### src/rtl/write_row_sequencer.sv
// Row-by-row configuration sequencer for the output row writer.
// Optional wait-state watchdog enabled by defining WRSEQ_TIMEOUT_EN.
module write_row_sequencer #(
    parameter int unsigned X_MAC        = 4,
    parameter int unsigned ADDR_LEN     = 13,
    parameter int unsigned MAX_LINE_LEN = 10,
    parameter int unsigned ROW_CNT_LEN  = 10,
    parameter int unsigned TIMEOUT_CYC  = 1023
) (
    input  logic                      clk,
    input  logic                      rst,
    input  logic                      start,
    input  logic                      abort,
    input  logic [ADDR_LEN*X_MAC-1:0] cfg_base_addr,
    input  logic [ADDR_LEN-1:0]       cfg_row_stride,
    input  logic [ROW_CNT_LEN-1:0]    cfg_rows,
    input  logic [MAX_LINE_LEN-1:0]   cfg_linelen,
    input  logic [1:0]                cfg_valid_mac,
    input  logic                      cfg_pooled,
    input  logic [4:0]                cfg_shift_len,
    input  logic                      wr_idle,
    output logic                      conf_input,
    output logic [ADDR_LEN*X_MAC-1:0] st_addr,
    output logic [MAX_LINE_LEN-1:0]   linelen,
    output logic [1:0]                valid_mac,
    output logic                      pooled,
    output logic [4:0]                shift_len,
    output logic [ROW_CNT_LEN-1:0]    row_idx,
    output logic                      busy,
    output logic                      done,
    output logic                      err
);

    localparam int unsigned ST_W = ADDR_LEN * X_MAC;

    typedef enum logic [2:0] {
        S_IDLE,
        S_ISSUE,
        S_WAIT_START,
        S_WAIT_DONE,
        S_DONE
    } state_t;

    state_t state, state_nxt;

    logic [ADDR_LEN-1:0]     stride_q, stride_nxt;
    logic [ROW_CNT_LEN-1:0]  rows_q, rows_nxt;
    logic [ST_W-1:0]         st_addr_nxt;
    logic [MAX_LINE_LEN-1:0] linelen_nxt;
    logic [1:0]              valid_mac_nxt;
    logic                    pooled_nxt;
    logic [4:0]              shift_len_nxt;
    logic [ROW_CNT_LEN-1:0]  row_idx_nxt;
    logic                    err_nxt;
    logic                    wd_expired;

`ifdef WRSEQ_TIMEOUT_EN
    localparam int unsigned WD_W = $clog2(TIMEOUT_CYC + 1);

    logic [WD_W-1:0] wd_cnt;

    // Cycles spent in the current wait state; cleared on every state change.
    always_ff @(posedge clk) begin
        if (rst) begin
            wd_cnt <= '0;
        end else if (state_nxt != state) begin
            wd_cnt <= '0;
        end else if (state == S_WAIT_START || state == S_WAIT_DONE) begin
            wd_cnt <= wd_cnt + WD_W'(1);
        end
    end

    assign wd_expired = (wd_cnt == WD_W'(TIMEOUT_CYC - 1));
`else
    logic unused_timeout;

    assign unused_timeout = |32'(TIMEOUT_CYC);
    assign wd_expired     = 1'b0;
`endif

    // Next-state and next-output logic; registered outputs follow state_nxt.
    always_comb begin
        state_nxt     = state;
        stride_nxt    = stride_q;
        rows_nxt      = rows_q;
        st_addr_nxt   = st_addr;
        linelen_nxt   = linelen;
        valid_mac_nxt = valid_mac;
        pooled_nxt    = pooled;
        shift_len_nxt = shift_len;
        row_idx_nxt   = row_idx;
        err_nxt       = err;

        if (abort) begin
            state_nxt = S_IDLE;
        end else begin
            case (state)
                S_IDLE: begin
                    if (start) begin
                        err_nxt = 1'b0;
                        if (cfg_rows != '0) begin
                            stride_nxt    = cfg_row_stride;
                            rows_nxt      = cfg_rows;
                            st_addr_nxt   = cfg_base_addr;
                            linelen_nxt   = cfg_linelen;
                            valid_mac_nxt = cfg_valid_mac;
                            pooled_nxt    = cfg_pooled;
                            shift_len_nxt = cfg_shift_len;
                            row_idx_nxt   = '0;
                            state_nxt     = S_ISSUE;
                        end else begin
                            state_nxt = S_DONE;
                        end
                    end
                end
                S_ISSUE: state_nxt = S_WAIT_START;
                S_WAIT_START: begin
                    if (!wr_idle) begin
                        state_nxt = S_WAIT_DONE;
                    end else if (wd_expired) begin
                        state_nxt = S_IDLE;
                        err_nxt   = 1'b1;
                    end
                end
                S_WAIT_DONE: begin
                    if (wr_idle) begin
                        if (row_idx == rows_q - ROW_CNT_LEN'(1)) begin
                            state_nxt = S_DONE;
                        end else begin
                            row_idx_nxt = row_idx + ROW_CNT_LEN'(1);
                            // Each bank wraps independently; no carry across banks.
                            for (int unsigned j = 0; j < X_MAC; j++) begin
                                st_addr_nxt[j*ADDR_LEN +: ADDR_LEN] =
                                    st_addr[j*ADDR_LEN +: ADDR_LEN] + stride_q;
                            end
                            state_nxt = S_ISSUE;
                        end
                    end else if (wd_expired) begin
                        state_nxt = S_IDLE;
                        err_nxt   = 1'b1;
                    end
                end
                S_DONE:  state_nxt = S_IDLE;
                default: state_nxt = S_IDLE;
            endcase
        end
    end

    always_ff @(posedge clk) begin
        if (rst) begin
            state      <= S_IDLE;
            stride_q   <= '0;
            rows_q     <= '0;
            st_addr    <= '0;
            linelen    <= '0;
            valid_mac  <= '0;
            pooled     <= 1'b0;
            shift_len  <= '0;
            row_idx    <= '0;
            err        <= 1'b0;
            conf_input <= 1'b0;
            busy       <= 1'b0;
            done       <= 1'b0;
        end else begin
            state      <= state_nxt;
            stride_q   <= stride_nxt;
            rows_q     <= rows_nxt;
            st_addr    <= st_addr_nxt;
            linelen    <= linelen_nxt;
            valid_mac  <= valid_mac_nxt;
            pooled     <= pooled_nxt;
            shift_len  <= shift_len_nxt;
            row_idx    <= row_idx_nxt;
            err        <= err_nxt;
            conf_input <= (state_nxt == S_ISSUE);
            busy       <= (state_nxt != S_IDLE);
            done       <= (state_nxt == S_DONE);
        end
    end

endmodule
### config.mk
export PLATFORM = sky130hd
export DESIGN_NAME = write_row_sequencer
export DESIGN_NICKNAME = d
export VERILOG_FILES = /design/src/rtl/write_row_sequencer.sv
export SDC_FILE = /design/constraint.sdc
export NUM_CORES = 1
export LEC_CHECK = 0
export CAP_MARGIN = 20
export CORE_MARGIN = 5
export CORE_UTILIZATION = 25
export CTS_CLUSTER_DIAMETER = 30
export CTS_CLUSTER_SIZE = 28
export DETAILED_ROUTE_END_ITERATION = 12
export GPL_ROUTABILITY_DRIVEN = 1
export GPL_TIMING_DRIVEN = 0
export PLACE_DENSITY = 0.58
export SYNTH_ARGS = -nofsm -noshare
export SYNTH_HDL_FRONTEND = slang
export SYNTH_SLANG_ARGS = --single-unit
### constraint.sdc
create_clock -name clk -period 2.7 [get_ports clk]
set_input_delay 0.54 -clock clk [delete_from_list [all_inputs] [get_ports clk]]
set_output_delay 0.54 -clock clk [all_outputs]
set_load 0.03 [all_outputs]
==> out/qor.txt, run 1 <==
STATUS
--------------------------------------------------------------------------------------
Outcome                                                                      completed

GLOBAL ROUTING
--------------------------------------------------------------------------------------
Number of global-route vias before repair                                         7215
First-pass GRT wire length                                                    39900 um
Largest net degree at the start of global routing                                   24
Total grt overflow                                                                   0
Number of antenna violations at the first check in global routing                    2
Total global routing track utilization                                           16.3%

STA
--------------------------------------------------------------------------------------
Worst-case setup margin in the final layout                                   0.113 ns
Period utilisation layout                                                        95.8%
Setup repair after global routing missed its margin                                yes
Final Hold Fails                                                                     0
Worst clock skew                                                             0.0162 ns
Number of max-slew violations in the final report                                    0
Least-Margin Pin Slew                                                         0.915 ns
# setup viols final                                                                  0
Maximum achievable frequency                                                   387 MHz
Minimum clock period after layout                                              2.59 ns
Worst max-slew margin expressed relative to the limit                            39.0%
Smallest hold slack                                                           0.460 ns

POWER
--------------------------------------------------------------------------------------
Total power consumption of the routed design                                 0.00445 W
Clock network fraction of total power                                            32.3%
Combinational fraction of design power                                           27.0%
Power density over the cells                                               453 mW/mm^2
Design internal power                                                        0.00293 W
Switching part of the total power                                                34.2%
Leakage dissipation                                                            3.63 nW
Portion of total power attributed to sequential cells                            40.7%
NetSw                                                                        0.00153 W
Peak supply drop                                                              0.293 mV

SYNTH
--------------------------------------------------------------------------------------
Proportion of synthesized flip-flops having asynchronous set or reset               0%
Net Count, Synth                                                                  1047
Yosys synthesis warning count                                                        0
Number of enable-type register cells in the synthesized netlist                      0
Largest cells by area after synthesis                                     sky130_fd_sc_hd__dfxtp_1 31%, sky130_fd_sc_hd__ha_1 8.9%, sky130_fd_sc_hd__nand2_1 8.0%
Register bit count reported by yosys                                               109
Seq/Total Area, Yosys                                                            31.2%
Mapped Area                                                               0.00700 sq mm
Cell type contributing the most total cell area after synthesis           sky130_fd_sc_hd__dfxtp_1
Most instantiated library cell after synthesis                            sky130_fd_sc_hd__nand2_1
Top cell type's share of synthesized area                                        31.2%
Post-synthesis instance total                                                      895
Avg Inst Size Synth                                                         7.82 sq um
Ys flop type                                                              sky130_fd_sc_hd__dfxtp_1
Most numerous cell types in the synthesized netlist                       150 x sky130_fd_sc_hd__nand2_1, 109 x sky130_fd_sc_hd__dfxtp_1, 88 x sky130_fd_sc_hd__nor2_1, 77 x sky130_fd_sc_hd__a21oi_1, 50 x sky130_fd_sc_hd__ha_1
Unique masters post-synth                                                           62

ROUTE
--------------------------------------------------------------------------------------
Remaining design rule violation count                                                0
Total detailed-routing wirelength                                             26200 um
DRC marker count from the first detailed-route iteration                           437
Detail-routed via count per cell                                                  4.94
DR WL/cell                                                                     17.8 um
Met2 wire length                                                              11800 um
DR pass1 iterations                                                                  7
Total vias in the final route                                                     7273
Final antenna-violating net count                                                    0
Top metal layer carrying routed signals                                           met5
Routed wire length on met3                                                     2340 um
Detailed-routing wirelength on met1                                           11600 um

WORST SETUP PATH
--------------------------------------------------------------------------------------
Family of cells with the greatest summed delay on the critical path       compound AO/OA/AOI/OAI gates
Max incr delay on CP                                                           0.44 ns
Critical path buffers and inverters                                                  1
Critical-path maximum fanout                                                         5
Arrival @ worst endpoint                                                       2.83 ns
Ordered list of cells on the worst path                                   ha_1 > inv_1 > fa_1 > nor2b_2 > o31ai_2 > a211oi_2 > nor3_2 > or3_1 > a32oi_1 > o21ai_0
CP Class                                                                  flip-flop to flip-flop
Required arrival time at the worst endpoint                                    2.94 ns
CP startpoint kind                                                           flip-flop
Kind of capture point of the worst setup path                                flip-flop
Critical-path top delay cell                                              sky130_fd_sc_hd__dfxtp_4

PLACED DESIGN
--------------------------------------------------------------------------------------
Area of placed instances                                                  0.00927 sq mm
Pre-CTS worst setup slack                                                    -0.395 ns
Buffers on Ports                                                                   179
Final weighted congestion in routability-driven placement                        0.877
HPWL after DPL                                                                20500 um

CLOCK TREE
--------------------------------------------------------------------------------------
Worst-skew pair later-pin latency                                              0.37 ns
Clock tree sinks                                                                   109
Count of hold buffers inserted by post-cts repair                                    0
Maximum level of the CTS H-tree                                                      3
Max Buffers Root-to-Sink                                                             2
CTS Buf Count                                                                        9
Clock root buffer master                                                  sky130_fd_sc_hd__clkbuf_16
CTS tree                                                                           yes
Clock slew at the register clock pins of the worst setup and hold paths        0.09 ns

FLOORPLANNING
--------------------------------------------------------------------------------------
Number of primary I/O pins                                                         182
Horiz. Die Dim                                                                  177 um
Die span in y                                                                   177 um
Number of core rows                                                                 61
Core footprint                                                            0.0277 sq mm
Starting density of the core                                                     25.3%
Area of the die                                                           0.0314 sq mm

LAYOUT
--------------------------------------------------------------------------------------
Number of nets at the end of the flow                                             1242
N_diodes                                                                             0
Area added between synthesis and finish                                          40.3%
Layout cells sized above 1                                                       8.86%
Post-route cell area                                                      0.00982 sq mm
End-of-flow core utilization                                                     35.5%

RUN
--------------------------------------------------------------------------------------
Max-cap check violation count                                                        0

MIN PATH
--------------------------------------------------------------------------------------
Type of the most critical hold path                                       flip-flop to flip-flop

cell usage in the layout (no fill, tap or decap), drive strengths merged, types with 9 or more instances in the layout:
| cell type | instances |
|---|---|
| or3 | 20 |
| o21ai | 36 |
| clkbuf | 48 |
| nor4 | 11 |
| clkdlybuf4s50 | 179 |
| a21oi | 77 |
| nor2 | 89 |
| xor2 | 16 |
| a211oi | 40 |
| nand2 | 150 |
| buf | 17 |
| ha | 50 |
| a311oi | 25 |
| nand3 | 20 |
| xnor2 | 27 |
| nor3 | 44 |
| inv | 26 |
| nor2b | 9 |
| dfxtp | 109 |
routing by layer:
metal | GRT usage (%) | vias to the layer above
met5 | 0 | -
met4 | 3.48 | 4
met3 | 5.33 | 25
met2 | 27.2 | 254
met1 | 20.7 | 3365
li1 | - | 3625
stage by stage:
step / instances / setup TNS (ns)
final: 1473 / 0
after global routing: 1473 / -0.0611
after CTS: 1473 / 0
after detailed placement: 1452 / -28.08
after global placement: 1452 / -24.61
after floorplan: 895 / 0
cells by family (layout without fill, tap and decap cells):
kind of cell,Yosys count,count (layout),share of synthesized area (%)
AND/OR/NAND/NOR,375,375,24.2
AO/OA/AOI/OAI,237,237,24.1
XOR/XNOR,44,44,5.70
adder cells (fa/ha/maj),54,54,10.1
multiplexers,2,2,0.286
buffers and inverters,73,273,4.38
flip-flops,109,109,31.2
other,1,1,0.0536
area by class of cell:
type / instances / area, sq um
plain buffers: 51 / 251
clock buffers: 9 / 225
clock inverters: 7 / 93.8
fillers: 2914 / 17900
inverters: 22 / 82.6
multi-input cells: 713 / 4660
flip-flops and latches: 109 / 2190
well taps: 378 / 473
repair buffers: 184 / 1840
final timing paths:
path / startpoint / endpoint / slack (ns) / depth (start not counted)
worst max register to register: stride_q[0]$_SDFFE_PP0P_ / st_addr[12]$_SDFFE_PP0P_ / 0.11 / 10
worst min-delay path: shift_len[2]$_SDFFE_PP0P_ / shift_len[2]$_SDFFE_PP0P_ / 0.46 / 2
worst max-delay path: stride_q[0]$_SDFFE_PP0P_ / st_addr[12]$_SDFFE_PP0P_ / 0.11 / 10
worst min register to register: shift_len[2]$_SDFFE_PP0P_ / shift_len[2]$_SDFFE_PP0P_ / 0.46 / 2
power groups by stage:
stage          Sequential, W  Clock [W]  Combinational [W]
2_1_floorplan        0.00196          0           0.000553
3_3_place_gp         0.00184          0            0.00115
3_5_place_dp         0.00184          0            0.00117
4_1_cts              0.00181    0.00148            0.00119
5_1_grt              0.00183    0.00153            0.00131
6_report             0.00181    0.00144            0.00120
registers in the layout (all words and copies together) (netlist names):
signal      count
busy            1
conf_input      1
done            1
linelen        10
pooled          1
row_idx        10
rows_q         10
shift_len       5
st_addr        52
state           3
stride_q       13
valid_mac       2
worst register-to-register path, delay by kind of cell, from the launching register on:
kind / cells / cell delay (ns)
adders and majority gates: 2 / 0.61
DFF: 1 / 0.44
and+or+nand+nor: 3 / 0.66
AOI/OAI and AO/OA: 4 / 0.69
buffers and inverters: 1 / 0.06
repair_timing:
item	CTS	global route
setup buffers	5	0
gates resized for setup	23	36
pin swaps	3	3
endpoints found under the setup margin	57	98
cloned	0	0
(Power assumes the default switching activity.)
==> run 2, diff against run 1 <==
PLACE_DENSITY = 0.57   (was 0.58)
clock period = 2.5 ns   (was 2.7 ns; I/O delays follow)
==> out/qor.txt, run 2 (synthesized netlist as in run 1, its figures left out) <==
STATUS
--------------------------------------------------------------------------------------
Outcome                                                                   finished, violations left
Violations in the final reports                                           negative setup slack

LAYOUT
--------------------------------------------------------------------------------------
Most frequent cells in the layout                                         179 x sky130_fd_sc_hd__clkdlybuf4s50_1, 149 x sky130_fd_sc_hd__nand2_1, 98 x sky130_fd_sc_hd__dfxtp_1
Top flop regs                                                             st_addr: 52 flops, stride_q: 13 flops
N_diodes                                                                             0   unchanged
Leading cell type in the layout, fill and taps excluded                   sky130_fd_sc_hd__clkdlybuf4s50_1
Area added between synthesis and finish                                          46.4%
Non-filler cells, final                                                           1487   +0.95%
Layout cells sized above 1                                                       13.7%   +4.8 points
Number of nets at the end of the flow                                             1256   +1.1%
Flip-flop count of the largest register after layout                                52   unchanged
Register containing the most flip-flops in the final layout                    st_addr

WORST SETUP PATH
--------------------------------------------------------------------------------------
Required arrival time at the worst endpoint                                    2.78 ns   -0.16 ns
Kind of capture point of the worst setup path                                flip-flop
CP Class                                                                  flip-flop to flip-flop
CP startpoint kind                                                           flip-flop
Critical-path maximum fanout                                                         7   +2
Cells on worst reg2reg path                                                         10   unchanged
Arrival @ worst endpoint                                                       2.86 ns   +0.03 ns

GLOBAL ROUTING
--------------------------------------------------------------------------------------
First-pass GRT wire length                                                    40600 um   +1.8%
Number of global-route vias before repair                                         7338   +1.7%
Largest net degree at the start of global routing                                   23   -4.2%
Total global routing track utilization                                           16.5%   +0.23 points
Number of antenna violations at the first check in global routing                    4   +2
Total grt overflow                                                                   0   unchanged

ROUTE
--------------------------------------------------------------------------------------
DR WL/cell                                                                     17.9 um   +0.65%
DR pass1 iterations                                                                  5   -2
Total detailed-routing wirelength                                             26600 um   +1.6%
Total vias in the final route                                                     7377   +1.4%
Final antenna-violating net count                                                    0   unchanged
DRC marker count from the first detailed-route iteration                           491   +12%
Remaining design rule violation count                                                0   unchanged
Detail-routed via count per cell                                                  4.96   +0.47%

STA
--------------------------------------------------------------------------------------
Worst clock skew                                                             0.0168 ns   +0.000598 ns
Number of max-slew violations in the final report                                    0   unchanged
# setup viols final                                                                 41   +41
Maximum achievable frequency                                                   389 MHz   +0.53%
Setup repair after global routing missed its margin                                yes
Final Hold Fails                                                                     0   unchanged
Worst max-slew margin expressed relative to the limit                            36.4%   -2.6 points
Least-Margin Pin Slew                                                         0.954 ns   +0.0387 ns
Period utilisation layout                                                         103%   +7.1 points
Minimum clock period after layout                                              2.57 ns   -0.0136 ns
Worst-case setup margin in the final layout                                 -0.0737 ns   -0.186 ns

POWER
--------------------------------------------------------------------------------------
Peak supply drop                                                              0.352 mV   +20%
Power density over the cells                                               476 mW/mm^2   +5.0%
Leakage dissipation                                                            3.76 nW   +3.5%

FLOORPLANNING
--------------------------------------------------------------------------------------
Die span in y                                                                   177 um   unchanged
Area of the die                                                           0.0314 sq mm   unchanged
Starting density of the core                                                     25.3%   unchanged
Core footprint                                                            0.0277 sq mm   unchanged
Number of core rows                                                                 61   unchanged
Number of primary I/O pins                                                         182   unchanged
Horiz. Die Dim                                                                  177 um   unchanged

MIN PATH
--------------------------------------------------------------------------------------
Hold depth                                                                           2   unchanged
Type of the most critical hold path                                       flip-flop to flip-flop

PLACED DESIGN
--------------------------------------------------------------------------------------
HPWL after DPL                                                                20500 um   about the same
Final weighted congestion in routability-driven placement                        0.840   -4.3%
Post-Place Cells                                                                  1452   unchanged
Pre-CTS worst setup slack                                                    -0.582 ns   -0.187 ns
Buffers on Ports                                                                   179   unchanged

CLOCK TREE
--------------------------------------------------------------------------------------
Maximum level of the CTS H-tree                                                      3   unchanged
CTS Buf Count                                                                        9   unchanged
Clock root buffer master                                                  sky130_fd_sc_hd__clkbuf_16
CTS tree                                                                           yes
Clock tree sinks                                                                   109   unchanged
Clock slew at the register clock pins of the worst setup and hold paths        0.09 ns   about the same
Worst-skew pair later-pin latency                                              0.37 ns   about the same
Count of hold buffers inserted by post-cts repair                                    0   unchanged
Max Buffers Root-to-Sink                                                             2   unchanged

RUN
--------------------------------------------------------------------------------------
Max-cap check violation count                                                        0   unchanged

==> run 2: where the power goes <==
part	total, W	leakage, nW	internal [W]	switching (W)
clock network	0.00153	0.151	0.000726	0.000808
logic	0.00139	2.71	0.000649	0.000739
registers	0.00196	0.899	0.00184	0.000121
==> run 2: repair_timing <==
item                                    in CTS  in global routing
endpoints found under the setup margin      87                 99
buffers inserted                            15                  5
pin swaps                                   16                 20
gates resized for setup                     84                 58
gates cloned                                 1                  0
==> run 2: cell type report <==
| cell class | count | area [sq um] |
|---|---|---|
| timing repair buffer | 200 | 2010 |
| clock buffer | 9 | 225 |
| tap | 378 | 473 |
| inverter | 22 | 88.8 |
| multi-input combinational | 713 | 4870 |
| sequential | 109 | 2210 |
| clock inverter | 7 | 83.8 |
| buffer | 49 | 294 |
| fill | 2867 | 17500 |
==> run 2: final timing paths <==
kind | startpoint | slack (ns) | endpoint
min reg2reg | linelen[5]$_SDFFE_PP0P_ | 0.46 | linelen[5]$_SDFFE_PP0P_
max reg2reg | rows_q[0]$_SDFFE_PP0P_ | -0.07 | row_idx[4]$_SDFFE_PP0P_
min | linelen[5]$_SDFFE_PP0P_ | 0.46 | linelen[5]$_SDFFE_PP0P_
max | rows_q[0]$_SDFFE_PP0P_ | -0.07 | row_idx[4]$_SDFFE_PP0P_
==> run 2: metrics by stage <==
stage / setup TNS (ns) / area (sq um) / power (W) / hold WS (ns) / utilization (%)
4_1_cts: -1.03 / 10000 / 0.00489 / 0.460 / 36.2
3_3_place_gp: -42.25 / 9270 / 0.00324 / 0.441 / 33.5
2_1_floorplan: 0 / 7000 / 0.00272 / 0.448 / -
6_report: -1.23 / 10200 / 0.00488 / 0.457 / 37.0
3_5_place_dp: -44.50 / 9270 / 0.00325 / 0.449 / 33.5
5_1_grt: -6.42 / 10200 / 0.00511 / 0.469 / 37.0
==> run 2: critical path, stage by stage (launching register included) <==
cell and delay, ns:
sky130_fd_sc_hd__dfxtp_4 0.37, sky130_fd_sc_hd__buf_6 0.12, sky130_fd_sc_hd__or4_4 0.56, sky130_fd_sc_hd__o21ai_4 0.16
sky130_fd_sc_hd__o311ai_4 0.13, sky130_fd_sc_hd__a2111oi_4 0.44, sky130_fd_sc_hd__buf_4 0.21, sky130_fd_sc_hd__or2_0 0.13
sky130_fd_sc_hd__buf_6 0.15, sky130_fd_sc_hd__o2111ai_2 0.13, sky130_fd_sc_hd__o31ai_1 0.08
==> run 2: layer usage <==
| layer | vias up | track usage [%] | share of wire [%] |
|---|---|---|---|
| met5 | - | 0 | 0.15 |
| li1 | 3659 | - | - |
| met4 | 8 | 3.74 | 1.7 |
| met1 | 3441 | 20.6 | 43 |
| met3 | 28 | 5.56 | 9.3 |
| met2 | 241 | 27.9 | 46 |
==> run 3, diff against run 2 <==
PLACE_DENSITY = 0.58   (was 0.57)
clock period = 2.33 ns   (was 2.5 ns; I/O delays follow)
==> out/qor.txt, run 3 (synthesized netlist as in run 1, its figures left out) <==
STA
--------------------------------------------------------------------------------------
Setup TNS                                                                    -13.22 ns   -12.00 ns
# setup viols final                                                                 67   +63%
Final Hold Fails                                                                     0   unchanged
Least-Margin Pin Slew                                                         0.950 ns   -0.00451 ns
Worst-case setup margin in the final layout                                  -0.266 ns   -0.192 ns
Number of max-slew violations in the final report                                    0   unchanged
Maximum achievable frequency                                                   385 MHz   -0.85%
Worst clock skew                                                             0.0156 ns   -0.00120 ns
Minimum clock period after layout                                              2.60 ns   +0.0222 ns
Period utilisation layout                                                         111%   +8.5 points
Worst max-slew margin expressed relative to the limit                            36.7%   +0.30 points
Setup repair after global routing missed its margin                                yes

ROUTE
--------------------------------------------------------------------------------------
DRC marker count from the first detailed-route iteration                           491   unchanged
Total detailed-routing wirelength                                             27500 um   +3.5%
Remaining design rule violation count                                                0   unchanged
DR WL/cell                                                                     18.4 um   +2.8%
Detail-routed via count per cell                                                  4.97   about the same
Total vias in the final route                                                     7429   +0.70%
DR pass1 iterations                                                                  5   unchanged
Final antenna-violating net count                                                    0   unchanged

WORST SETUP PATH
--------------------------------------------------------------------------------------
CP Class                                                                  flip-flop to flip-flop
Critical-path maximum fanout                                                         6   -1
End of the critical path                                                  st_addr[48]$_SDFFE_PP0P_
Required arrival time at the worst endpoint                                    2.60 ns   -0.18 ns
Kind of capture point of the worst setup path                                flip-flop
Endpoint of the lowest-slack register-to-register path                    st_addr[48]$_SDFFE_PP0P_
Arrival @ worst endpoint                                                       2.86 ns   about the same
Reg2reg setup slack                                                           -0.27 ns   -0.19 ns
Critical Path Start                                                       rows_q[1]$_SDFFE_PP0P_
CP startpoint kind                                                           flip-flop
Cells on worst reg2reg path                                                          9   -1
R2R Path Start                                                            rows_q[1]$_SDFFE_PP0P_

POWER
--------------------------------------------------------------------------------------
Power density over the cells                                               508 mW/mm^2   +6.7%
Peak supply drop                                                              0.465 mV   +32%
Total power consumption of the routed design                                 0.00540 W   +11%
Leakage dissipation                                                            3.88 nW   +3.3%

MIN PATH
--------------------------------------------------------------------------------------
Type of the most critical hold path                                       flip-flop to flip-flop

FLOORPLANNING
--------------------------------------------------------------------------------------
Area of the die                                                           0.0314 sq mm   unchanged
Core footprint                                                            0.0277 sq mm   unchanged
Horiz. Die Dim                                                                  177 um   unchanged
Die span in y                                                                   177 um   unchanged
Starting density of the core                                                     25.3%   unchanged
Number of core rows                                                                 61   unchanged
Number of primary I/O pins                                                         182   unchanged

LAYOUT
--------------------------------------------------------------------------------------
Area of the multi-input gates                                             0.00504 sq mm   +3.6%
Sequential standard cell area                                             0.00223 sq mm   +0.68%
Top flop regs                                                             st_addr: 52 flops, stride_q: 13 flops
Layout cells sized above 1                                                       16.9%   +3.2 points
End-of-flow core utilization                                                     38.3%   +1.3 points
Number of nets at the end of the flow                                             1265   +0.72%
Register containing the most flip-flops in the final layout                    st_addr
N_diodes                                                                             0   unchanged
Leading cell type in the layout, fill and taps excluded                   sky130_fd_sc_hd__clkdlybuf4s50_1
Area added between synthesis and finish                                          51.7%
Flip-flop count of the largest register after layout                                52   unchanged
Most frequent cells in the layout                                         179 x sky130_fd_sc_hd__clkdlybuf4s50_1, 148 x sky130_fd_sc_hd__nand2_1, 92 x sky130_fd_sc_hd__dfxtp_1
Number of fill cells                                                              2837   -1.0%

RUN
--------------------------------------------------------------------------------------
Max-cap check violation count                                                        0   unchanged

STATUS
--------------------------------------------------------------------------------------
Violations in the final reports                                           negative setup slack
Outcome                                                                   finished, violations left

CLOCK TREE
--------------------------------------------------------------------------------------
Maximum level of the CTS H-tree                                                      3   unchanged
Clock tree sinks                                                                   109   unchanged
Max Buffers Root-to-Sink                                                             2   unchanged
CTS tree                                                                           yes
Count of hold buffers inserted by post-cts repair                                    0   unchanged
Worst-skew pair later-pin latency                                              0.37 ns   about the same
Clock slew at the register clock pins of the worst setup and hold paths        0.09 ns   about the same
CTS Buf Count                                                                        9   unchanged
Clock root buffer master                                                  sky130_fd_sc_hd__clkbuf_16

GLOBAL ROUTING
--------------------------------------------------------------------------------------
Largest net degree at the start of global routing                                   21   -8.7%
Total grt overflow                                                                   0   unchanged
First-pass GRT wire length                                                    41100 um   +1.0%
Number of global-route vias before repair                                         7404   +0.90%
Total global routing track utilization                                           16.9%   +0.31 points
Number of antenna violations at the first check in global routing                    2   -2

PLACED DESIGN
--------------------------------------------------------------------------------------
HPWL after DPL                                                                20600 um   +0.23%
Buffers on Ports                                                                   179   unchanged
Final weighted congestion in routability-driven placement                        0.868   +3.4%

[run 3: worst min-delay path by stage]
stage | cells past startpoint | startpoint | to | slack [ns]
finish | 2 | linelen[1]$_SDFFE_PP0P_ | linelen[1]$_SDFFE_PP0P_ | 0.46
global route | 2 | linelen[6]$_SDFFE_PP0P_ | linelen[6]$_SDFFE_PP0P_ | 0.48
CTS | 2 | linelen[1]$_SDFFE_PP0P_ | linelen[1]$_SDFFE_PP0P_ | 0.46
detailed placement | 2 | linelen[6]$_SDFFE_PP0P_ | linelen[6]$_SDFFE_PP0P_ | 0.45
global placement | 2 | linelen[7]$_SDFFE_PP0P_ | linelen[7]$_SDFFE_PP0P_ | 0.44
floorplan | 2 | rows_q[9]$_SDFFE_PP0P_ | rows_q[9]$_SDFFE_PP0P_ | 0.45
[run 3: cell type report]
type | count | share of cell area [%]
buffer | 49 | 3.02
sequential | 109 | 21.0
clock inverter | 6 | 0.813
tap | 378 | 4.45
multi-input combinational | 714 | 47.5
clock buffer | 10 | 2.25
inverter | 22 | 0.860
timing repair buffer | 208 | 20.2
[run 3: metrics by stage]
step	instance area, sq um	instances	hold slack, ns	setup slack (ns)
global route	10600	1496	0.483	-0.402
detailed placement	9370	1452	0.449	-0.662
global placement	9370	1452	0.441	-0.648
floorplan	7110	895	0.448	-0.0188
CTS	10200	1486	0.460	-0.247
finish	10600	1496	0.455	-0.266
[run 3: timing repair]
action / 4_1_cts / 5_1_grt
setup endpoints to repair: 106 / 102
gates resized for setup: 99 / 65
pin swaps: 27 / 13
setup buffers: 13 / 11
gates cloned: 5 / 1
[run 3: critical path, stage by stage (launching register included)]
cell and delay [ns]:
sky130_fd_sc_hd__dfxtp_4 0.38, sky130_fd_sc_hd__or4_4 0.57, sky130_fd_sc_hd__o311ai_4 0.39, sky130_fd_sc_hd__a2111oi_4 0.13, sky130_fd_sc_hd__buf_6 0.16, sky130_fd_sc_hd__nor2_4 0.25, sky130_fd_sc_hd__buf_12 0.20, sky130_fd_sc_hd__buf_6 0.14
sky130_fd_sc_hd__nor2_4 0.03, sky130_fd_sc_hd__a311oi_2 0.24
[run 3: layer usage]
metal	global-route usage, %	vias up	share of wire, %
li1	-	3664	-
met1	20.8	3482	43
met2	28.3	250	46
met3	5.60	29	8.4
met4	4.48	4	1.9
met5	0	-	0.083
[run 3: report_power, final]
part | leakage [nW] | internal (W) | switching, W
sequential | 0.903 | 0.00197 | 0.000134
clock | 0.160 | 0.000899 | 0.000837
combinational | 2.82 | 0.000729 | 0.000824
